File: src/rtl/core_pkg.sv
// Shared definitions for the multi-cycle core: phase encoding, NOP word and fetch FSM states.
package core_pkg;

  localparam logic [2:0] ST_FETCH  = 3'd0;
  localparam logic [2:0] ST_DECODE = 3'd1;
  localparam logic [2:0] ST_EXEC   = 3'd2;
  localparam logic [2:0] ST_MEM    = 3'd3;
  localparam logic [2:0] ST_WRITE  = 3'd4;

  // addi x0, x0, 0
  localparam logic [31:0] NOP_INSTR = 32'h0000_0013;

  typedef enum logic [1:0] {
    FS_IDLE = 2'd0,
    FS_REQ  = 2'd1,
    FS_WAIT = 2'd2
  } fetch_state_e;

endpackage

File: src/rtl/fetch_unit_if.sv
// Instruction-memory read channel: one-cycle request pulse, variable-latency valid/data return.
interface fetch_unit_if #(
  parameter int IMEM_AW = 16
);
  logic               imem_req;
  logic [IMEM_AW-1:0] imem_addr;
  logic               imem_valid;
  logic [31:0]        imem_rdata;

  modport master (
    output imem_req,
    output imem_addr,
    input  imem_valid,
    input  imem_rdata
  );

  modport slave (
    input  imem_req,
    input  imem_addr,
    output imem_valid,
    output imem_rdata
  );
endinterface

File: src/rtl/pc_reg.sv
// Program counter with once-per-WRITE commit, sticky misalign flag and, under
// FETCH_INSTRET_EN, a 64-bit retired-instruction counter.
module pc_reg #(
  parameter logic [31:0] RESET_PC = 32'h0000_0000
) (
  input  logic        clk,
  input  logic        rst,
  input  logic        commit,
  input  logic        branch_taken,
  input  logic [31:0] branch_target,
  output logic [31:0] pc,
  output logic [31:0] pc_plus4,
  output logic        misalign
`ifdef FETCH_INSTRET_EN
  ,
  output logic [63:0] instret
`endif
);

  assign pc_plus4 = pc + 32'd4;

  // Branch targets are word-aligned by dropping the low bits; the flag records that it happened.
  always_ff @(posedge clk) begin
    if (rst) begin
      pc       <= RESET_PC;
      misalign <= 1'b0;
    end else if (commit) begin
      if (branch_taken) begin
        pc <= {branch_target[31:2], 2'b00};
        if (branch_target[1:0] != 2'b00) misalign <= 1'b1;
      end else begin
        pc <= pc_plus4;
      end
    end
  end

`ifdef FETCH_INSTRET_EN
  always_ff @(posedge clk) begin
    if (rst) instret <= 64'd0;
    else if (commit) instret <= instret + 64'd1;
  end
`endif

endmodule

File: src/rtl/fetch_unit.sv
// Instruction-fetch stage: issues one imem request per FETCH phase and latches the returned word.
// Optional FETCH_INSTRET_EN adds the instret counter output.
module fetch_unit
  import core_pkg::*;
#(
  parameter logic [31:0] RESET_PC = 32'h0000_0000,
  parameter int          IMEM_AW  = 16
) (
  input  logic        clk,
  input  logic        rst,
  input  logic [2:0]  state,
  fetch_unit_if.master imem,
  output logic [31:0] instr_raw,
  output logic [31:0] pc,
  output logic [31:0] pc_plus4,
  output logic        fetch_done,
  input  logic        branch_taken,
  input  logic [31:0] branch_target,
  output logic        misalign
`ifdef FETCH_INSTRET_EN
  ,
  output logic [63:0] instret
`endif
);

  fetch_state_e fsm, fsm_nxt;
  logic [2:0]   prev_state;
  logic         fetch_start;
  logic         commit;
  logic         accept;
  logic         req;

  // Phase entry is edge-detected so long phases trigger exactly one action.
  assign fetch_start = (state == ST_FETCH) && (prev_state != ST_FETCH);
  assign commit      = (state == ST_WRITE) && (prev_state != ST_WRITE);
  assign accept      = (fsm == FS_WAIT) && (state == ST_FETCH) && imem.imem_valid;

  // pc cannot change during FETCH, so the address is naturally held across WAIT.
  assign imem.imem_addr = pc[IMEM_AW+1:2];
  assign imem.imem_req  = req;

  always_comb begin
    fsm_nxt = fsm;
    req     = 1'b0;
    case (fsm)
      FS_IDLE: if (fetch_start) fsm_nxt = FS_REQ;
      FS_REQ: begin
        req     = 1'b1;
        fsm_nxt = FS_WAIT;
      end
      // A controller abort wins over a coincident response.
      FS_WAIT: if (state != ST_FETCH || imem.imem_valid) fsm_nxt = FS_IDLE;
      default: fsm_nxt = FS_IDLE;
    endcase
  end

  always_ff @(posedge clk) begin
    if (rst) begin
      fsm        <= FS_IDLE;
      prev_state <= ST_WRITE;
      fetch_done <= 1'b0;
      instr_raw  <= NOP_INSTR;
    end else begin
      fsm        <= fsm_nxt;
      prev_state <= state;
      fetch_done <= accept;
      if (accept) instr_raw <= imem.imem_rdata;
    end
  end

  pc_reg #(
    .RESET_PC(RESET_PC)
  ) u_pc_reg (
    .clk          (clk),
    .rst          (rst),
    .commit       (commit),
    .branch_taken (branch_taken),
    .branch_target(branch_target),
    .pc           (pc),
    .pc_plus4     (pc_plus4),
    .misalign     (misalign)
`ifdef FETCH_INSTRET_EN
    ,
    .instret      (instret)
`endif
  );

endmodule
File: src/flat_wrapper.sv
// flat-port wrapper written by rule: the top's interface ports become plain ports
module fetch_unit_flat import core_pkg::*;
#(
  parameter logic [31:0] RESET_PC = 32'h0000_0000,
  parameter int          IMEM_AW  = 16
)
  (clk, rst, state, instr_raw, pc, pc_plus4, fetch_done, branch_taken, branch_target, misalign, imem_imem_req, imem_imem_addr, imem_imem_valid, imem_imem_rdata);
  fetch_unit_if #(.IMEM_AW(IMEM_AW)) imem_i ();
  input  logic clk;
  input  logic rst;
  input  logic [2:0] state;
  output logic [31:0] instr_raw;
  output logic [31:0] pc;
  output logic [31:0] pc_plus4;
  output logic fetch_done;
  input  logic branch_taken;
  input  logic [31:0] branch_target;
  output logic misalign;
  output wire logic [$bits(imem_i.imem_req)-1:0] imem_imem_req;
  output wire logic [$bits(imem_i.imem_addr)-1:0] imem_imem_addr;
  input wire logic [$bits(imem_i.imem_valid)-1:0] imem_imem_valid;
  input wire logic [$bits(imem_i.imem_rdata)-1:0] imem_imem_rdata;
  assign imem_imem_req = imem_i.imem_req;
  assign imem_imem_addr = imem_i.imem_addr;
  assign imem_i.imem_valid = imem_imem_valid;
  assign imem_i.imem_rdata = imem_imem_rdata;
  fetch_unit #(.RESET_PC(RESET_PC), .IMEM_AW(IMEM_AW)) u_core (.clk(clk), .rst(rst), .state(state), .imem(imem_i), .instr_raw(instr_raw), .pc(pc), .pc_plus4(pc_plus4), .fetch_done(fetch_done), .branch_taken(branch_taken), .branch_target(branch_target), .misalign(misalign));
endmodule
File: config.mk
export PLATFORM = sky130hd
export DESIGN_NAME = fetch_unit_flat
export DESIGN_NICKNAME = d
export VERILOG_FILES = /design/src/rtl/core_pkg.sv /design/src/rtl/fetch_unit_if.sv /design/src/rtl/pc_reg.sv /design/src/rtl/fetch_unit.sv /design/src/flat_wrapper.sv
export SDC_FILE = /design/constraint.sdc
export NUM_CORES = 1
export LEC_CHECK = 0
export ABC_AREA = 0
export BUFFER_PORTS_ARGS = -buffer_cell sky130_fd_sc_hd__buf_2
export CAP_MARGIN = 20
export CORE_AREA = 2 2 92 94
export DETAILED_ROUTE_END_ITERATION = 16
export DIE_AREA = 0 0 94 96
export GPL_ROUTABILITY_DRIVEN = 0
export PLACE_DENSITY = 0.92
export SETUP_SLACK_MARGIN = 0.3
export SLEW_MARGIN = 40
export SYNTH_ARGS = -nofsm -noshare
export SYNTH_HDL_FRONTEND = slang
export SYNTH_SLANG_ARGS = --single-unit
File: constraint.sdc
create_clock -name clk -period 4.2 [get_ports clk]
set_input_delay 0.84 -clock clk [delete_from_list [all_inputs] [get_ports clk]]
set_output_delay 0.84 -clock clk [all_outputs]
set_load 0.1 [all_outputs]
==> flow_summary.toml, run 1 <==
[power_and_ir_drop]
combPwrFrac_pct = 20.0
total_power_mw = 1.69
p_sw_share_pct = 32.9
ir_drop_mv = 0.202
p_int_mw = 1.13
seqPwrFrac_pct = 40.9
pwr-share-clk_pct = 39.0
p_per_area_nw_per_um2 = 321
power_leakage_nw = 2.33
switchingPower_mw = 0.555

[clock_network]
clk_pin_slew_ps = 80
cts_tree = "yes"
cts_root_buf = "clkbuf_8"
clock_latency_ps = 350
cts.sinks = 69
post_cts_buffers = 0
cts_buffer_depth = 2
h-tree-depth = 3
cts_buffers = 9

[critical_path]
r2r_cells = 4
path_common_cell = "nand4_1"
worst_ep_arrival_time_ps = 2940
crit_start = "u_core.u_pc_reg.pc[6]$_SDFFE_PP0P_"
worst_ep_required_time_ps = 3360
endpoint_kind = "primary output"
r2r-start = "u_core.u_pc_reg.pc[6]$_SDFFE_PP0P_"
cp_cell_sequence = "nand4_1, nor3_1, nand4_1, xnor2_2, buf_2"
max_stage_delay_ps = 720
cp_max_fo = 12
r2r-end = "u_core.u_pc_reg.pc[13]$_SDFFE_PP0P_"
start_kind = "flip-flop"
r2r_setup_slack_ps = 1870
cp_slowest_cell = "nor3_1"
critPathKind = "flip-flop to primary output"

[layout]
drive_above_1_share_pct = 35.5
num-fill-cells = 669
final_nets = 735
multiInputGateArea_um2 = 2510
largest_reg_flops = 32
post-route-util_pct = 65.4
stdcell_count = 772
area.growth.synth_to_final_pct = 31.8
regArea_um2 = 1380
insertedDiodeCount = 0
design_area_um2 = 5270

[yosys]
ys_warn_count = 0
synth_edf_count = 0
synth_area_um2 = 3990
synthFlopType = "dfxtp_1"
ys_async_sr_fraction_pct = 0
synth_area_leaders = "dfxtp_1 (35%), nand2_1 (9.5%), a21oi_1 (4.8%)"
synth.top_cells.by_count = "nand2_1 (101), dfxtp_1 (69), a21oi_1 (38)"
synth.most_common_cell = "nand2_1"
synth_top_cell_area_share_pct = 34.6
avgSynthCellArea_um2 = 7.59
synthCells = 526
synth_seq_cells = 69
seq_area_frac_synth_pct = 34.6
yosys.area.top_type = "dfxtp_1"
yosysUniqueCellTypes = 55

[timing]
worstMarginPinSlew_ps = 770
hold_ws_ps = 454
finalWorstSetupSlack_ps = 420
hold_viol = 0
fin_crit_ps = 3780
rsz0062_at_grt = "yes"
setup_violations = 0
fin_setup_tns_ps = 0
relSlewSlack_pct = 48.5
fmax_mhz = 265
fin_skew_ps = 16.3
maxSlewViolCount = 0
fin_crit_sh_pct = 90.0

[route]
vias = 4572
firstDrtPassIters = 5
antenna_left = 0
drcViolationCount = 0
totalWireLength_mm = 12.9
vias_per_cell = 5.92
dr.first_iter.drc_count = 468
wire_per_inst_um = 16.7

[global_route]
grt_max_degree = 69
grt_overflow = 0
grt_pass1_wl_mm = 19.7
gr-usage-all-layers_pct = 27.4
first_global_vias = 4142
antenna_found_initial = 0

[place]
hpwl_mm = 9.33
place_inst = 757
placed_area_um2 = 5020
pre_cts_ws_ps = 739
portBuffers = 181

[min_path]
holdPathStages = 2
min-delay-start = "u_core.instr_raw[28]$_SDFFE_PP0P_"
holdPathEnd = "u_core.instr_raw[28]$_SDFFE_PP0P_"
hold_path_class = "flip-flop to flip-flop"

[floorplan]
die_h_um = 96
start_util_pct = 49.6
ios = 186
die_area_um2 = 9020
fp-row-count = 33
core-area_um2 = 8050
die_w_um = 94

[run_status]
outcome = "finished clean"

[run]
drv_cap = 0
==> cell usage in the layout, fill, tap and decap left out, types with 7 or more instances in the layout <==
cell type and n:
a21oi_1 38, clkbuf_8 9, inv_1 9, nor2_1 25
buf_4 8, nand4_1 14, o21ai_0 11, xnor2_4 8
xor2_2 8, nand2_1 101, and4_1 7, nor4_1 10
dfxtp_1 68, buf_2 181, a31oi_1 16, xnor2_2 7
nor3_1 8, nand3_1 26
==> critical path: cells and delay by family (launching register included) <==
kind	cells	cell delay [ps]
xor+xnor	1	170
buf+inv	1	440
flops	1	550
simple gates	3	1440
==> worst max path at each step <==
stage | slack [ps] | end | depth (start not counted)
floorplan | 50 | pc_plus4[24] | 5
global placement | 940 | pc_plus4[22] | 5
detailed placement | 740 | pc_plus4[22] | 7
CTS | 310 | pc_plus4[22] | 7
global route | 280 | pc_plus4[17] | 5
finish | 420 | pc_plus4[24] | 5
==> kinds of logic (layout without fill, tap and decap cells) <==
logic type | after synthesis | in the layout | synth area share [%]
AO/OA/AOI/OAI | 124 | 124 | 21.1
XOR/XNOR | 27 | 27 | 5.92
adder cells (fa/ha/maj) | 1 | 1 | 0.313
buffers and inverters | 75 | 213 | 9.65
flip-flops | 69 | 69 | 34.6
multiplexers | 1 | 1 | 0.251
other | 1 | 4 | 0.0939
AND/OR/NAND/NOR | 228 | 228 | 28.1
==> layer usage <==
layer / routed length, µm / global-route usage [%]
met1: 5050 / 34.3
met2: 6470 / 45.4
met3: 1070 / 5.48
met4: 344 / 13.0
met5: 0 / 0
==> final cells by class <==
| class | count | area share, % |
|---|---|---|
| tap | 105 | 2.50 |
| sequential | 69 | 26.3 |
| multi-input combinational | 385 | 47.8 |
| clock buffer | 9 | 2.35 |
| timing repair buffer | 189 | 18.3 |
| inverter | 9 | 0.642 |
| clock inverter | 6 | 2.14 |
==> power by group through the flow <==
stage / clock (mW) / sequential, mW / combinational, mW
CTS: 0.666 / 0.691 / 0.338
detailed placement: 0 / 0.706 / 0.337
global route: 0.698 / 0.694 / 0.352
finish: 0.659 / 0.692 / 0.339
floorplan: 0 / 0.767 / 0.209
global placement: 0 / 0.705 / 0.333
==> timing repair <==
action / in CTS / in global routing
setup endpoints to repair: 0 / 2
resized for setup: 0 / 2
hold buffers: 0 / 0
endpoints found under the hold margin: 0 / 0
Note: power is estimated with default switching activity, not from simulation.
==> run 2, diff against run 1 <==
--- a/config.mk
+++ b/config.mk
@@ -8,9 +8,9 @@
 export ABC_AREA = 0
 export BUFFER_PORTS_ARGS = -buffer_cell sky130_fd_sc_hd__buf_2
 export CAP_MARGIN = 20
-export CORE_AREA = 2 2 92 94
+export CORE_AREA = 2 2 97 89
 export DETAILED_ROUTE_END_ITERATION = 16
-export DIE_AREA = 0 0 94 96
+export DIE_AREA = 0 0 99 91
 export GPL_ROUTABILITY_DRIVEN = 0
 export PLACE_DENSITY = 0.92
 export SETUP_SLACK_MARGIN = 0.3
==> run 2 against run 1 <==
Power is 4.8% lower. Count of clock-buffer cells in the layout is 3 higher. Combinational power is essentially flat. Wire length up 1.5%. Setup slack improved by 74 ps. Sequential power is essentially flat. Via count hardly changed. Clock skew increased by 1.7 ps. Critical path type unchanged. Largest power group unchanged. Highest routed layer unchanged.
==> flow_summary.toml, run 2 (synthesized netlist as in run 1, its figures left out) <==
[global_route]
antenna_found_initial = 0
grt_pass1_wl_mm = 20.7
grt_overflow = 0
grt_max_degree = 69
first_global_vias = 4159
gr-usage-all-layers_pct = 28.0

[critical_path]
critPathKind = "flip-flop to primary output"
worst_ep_required_time_ps = 3360
endpoint_kind = "primary output"
cp_max_fo = 12
worst_ep_arrival_time_ps = 2870
start_kind = "flip-flop"

[power_and_ir_drop]
p_sw_share_pct = 34.6
p_per_area_nw_per_um2 = 306
ir_drop_mv = 0.202
power_leakage_nw = 2.33
seqPwrFrac_pct = 43.0
total_power_mw = 1.61
p_int_mw = 1.05
combPwrFrac_pct = 21.1
pwr-share-clk_pct = 35.9
switchingPower_mw = 0.556

[layout]
final_nets = 736
final_common_cell = "buf_2"
regArea_um2 = 1380
design_area_um2 = 5250
num-fill-cells = 674
multiInputGateArea_um2 = 2520
stdcell_count = 768
drive_above_1_share_pct = 35.6
area.growth.synth_to_final_pct = 31.5
largest_reg_flops = 32
layout_common_cells = "buf_2 (180), nand2_1 (101), dfxtp_1 (68)"
insertedDiodeCount = 0

[clock_network]
cts_root_buf = "clkbuf_8"
cts_buffers = 9
cts_buffer_depth = 2
h-tree-depth = 3
clock_latency_ps = 350
clk_pin_slew_ps = 80
cts_tree = "yes"
cts.sinks = 69
post_cts_buffers = 0

[timing]
fin_crit_sh_pct = 88.3
fin_setup_tns_ps = 0
fin_skew_ps = 18.0
maxSlewViolCount = 0
relSlewSlack_pct = 49.6
fin_crit_ps = 3710
hold_ws_ps = 454
setup_violations = 0
fmax_mhz = 270
rsz0062_at_grt = "no"
hold_viol = 0
worstMarginPinSlew_ps = 752

[floorplan]
ios = 186
start_util_pct = 50.2
die_h_um = 91
die_w_um = 99
core-area_um2 = 7950
fp-row-count = 31
die_area_um2 = 9010

[place]
placed_area_um2 = 5020
place_inst = 752
portBuffers = 181
hpwl_mm = 9.33

[route]
vias = 4575
wire_per_inst_um = 17.1
dr.first_iter.drc_count = 265
drcViolationCount = 0
vias_per_cell = 5.96
firstDrtPassIters = 6
antenna_left = 0
totalWireLength_mm = 13.1

[run_status]
outcome = "finished clean"

[run]
drv_cap = 0

[min_path]
hold_path_class = "flip-flop to flip-flop"
==> run 2: cell types whose count changed in the layout (fill, tap and decap cells not counted), sizes merged <==
cell / previous run / this run
inv: 9 / 10
buf: 189 / 190
clkinv: 3 / 1
clkinvlp: 0 / 1
clkbuf: 9 / 12
bufinv: 3 / 1
==> run 2: worst paths after layout <==
check / startpoint / end / slack [ps] / cells past startpoint
setup / recovery: u_core.u_pc_reg.pc[6]$_SDFFE_PP0P_ / pc_plus4[22] / 490 / 5
hold / removal: u_core.instr_raw[8]$_SDFFE_PP0P_ / u_core.instr_raw[8]$_SDFFE_PP0P_ / 450 / 2
setup reg to reg: u_core.u_pc_reg.pc[6]$_SDFFE_PP0P_ / u_core.u_pc_reg.pc[13]$_SDFFE_PP0P_ / 1900 / 4
hold reg to reg: u_core.instr_raw[8]$_SDFFE_PP0P_ / u_core.instr_raw[8]$_SDFFE_PP0P_ / 450 / 2
==> run 2: through the flow <==
step / worst slack [ps] / util (%)
global route: 395 / 66.0
detailed placement: 719 / 63.1
CTS: 353 / 65.8
global placement: 862 / 63.1
floorplan: 48.4 / -
finish: 493 / 66.0
==> run 2: cell type report <==
type / instances / area share (%)
clock buffers: 12 / 2.96
clock inverters: 4 / 1.05
inverters: 9 / 0.643
multi-input cells: 385 / 48.1
flip-flops and latches: 69 / 26.3
well taps: 99 / 2.36
repair buffers: 190 / 18.6
==> run 2: power by group through the flow <==
stage | Sequential (mW) | Combinational (mW) | Clock, mW
floorplan | 0.767 | 0.209 | 0
global placement | 0.704 | 0.334 | 0
detailed placement | 0.706 | 0.337 | 0
CTS | 0.691 | 0.338 | 0.580
global route | 0.694 | 0.353 | 0.616
finish | 0.692 | 0.340 | 0.577
==> run 2: critical path, stage by stage (launching register included) <==
cell	delay, ps
dfxtp_1	540
nand4_1	470
nor3_2	590
nand4_1	300
xnor2_4	190
buf_2	440
==> run 2: metal layers <==
layer	global-route usage (%)	vias up	share of wire [%]
li1	-	2136	-
met1	35.9	2121	38
met2	46.9	288	50
met3	5.00	30	9.3
met4	10.5	0	2.4
met5	0	-	0
==> run 2: repair_timing <==
action	4_1_cts	5_1_grt
hold buffers	0	0
gates resized for setup	0	3
setup endpoints to repair	0	3
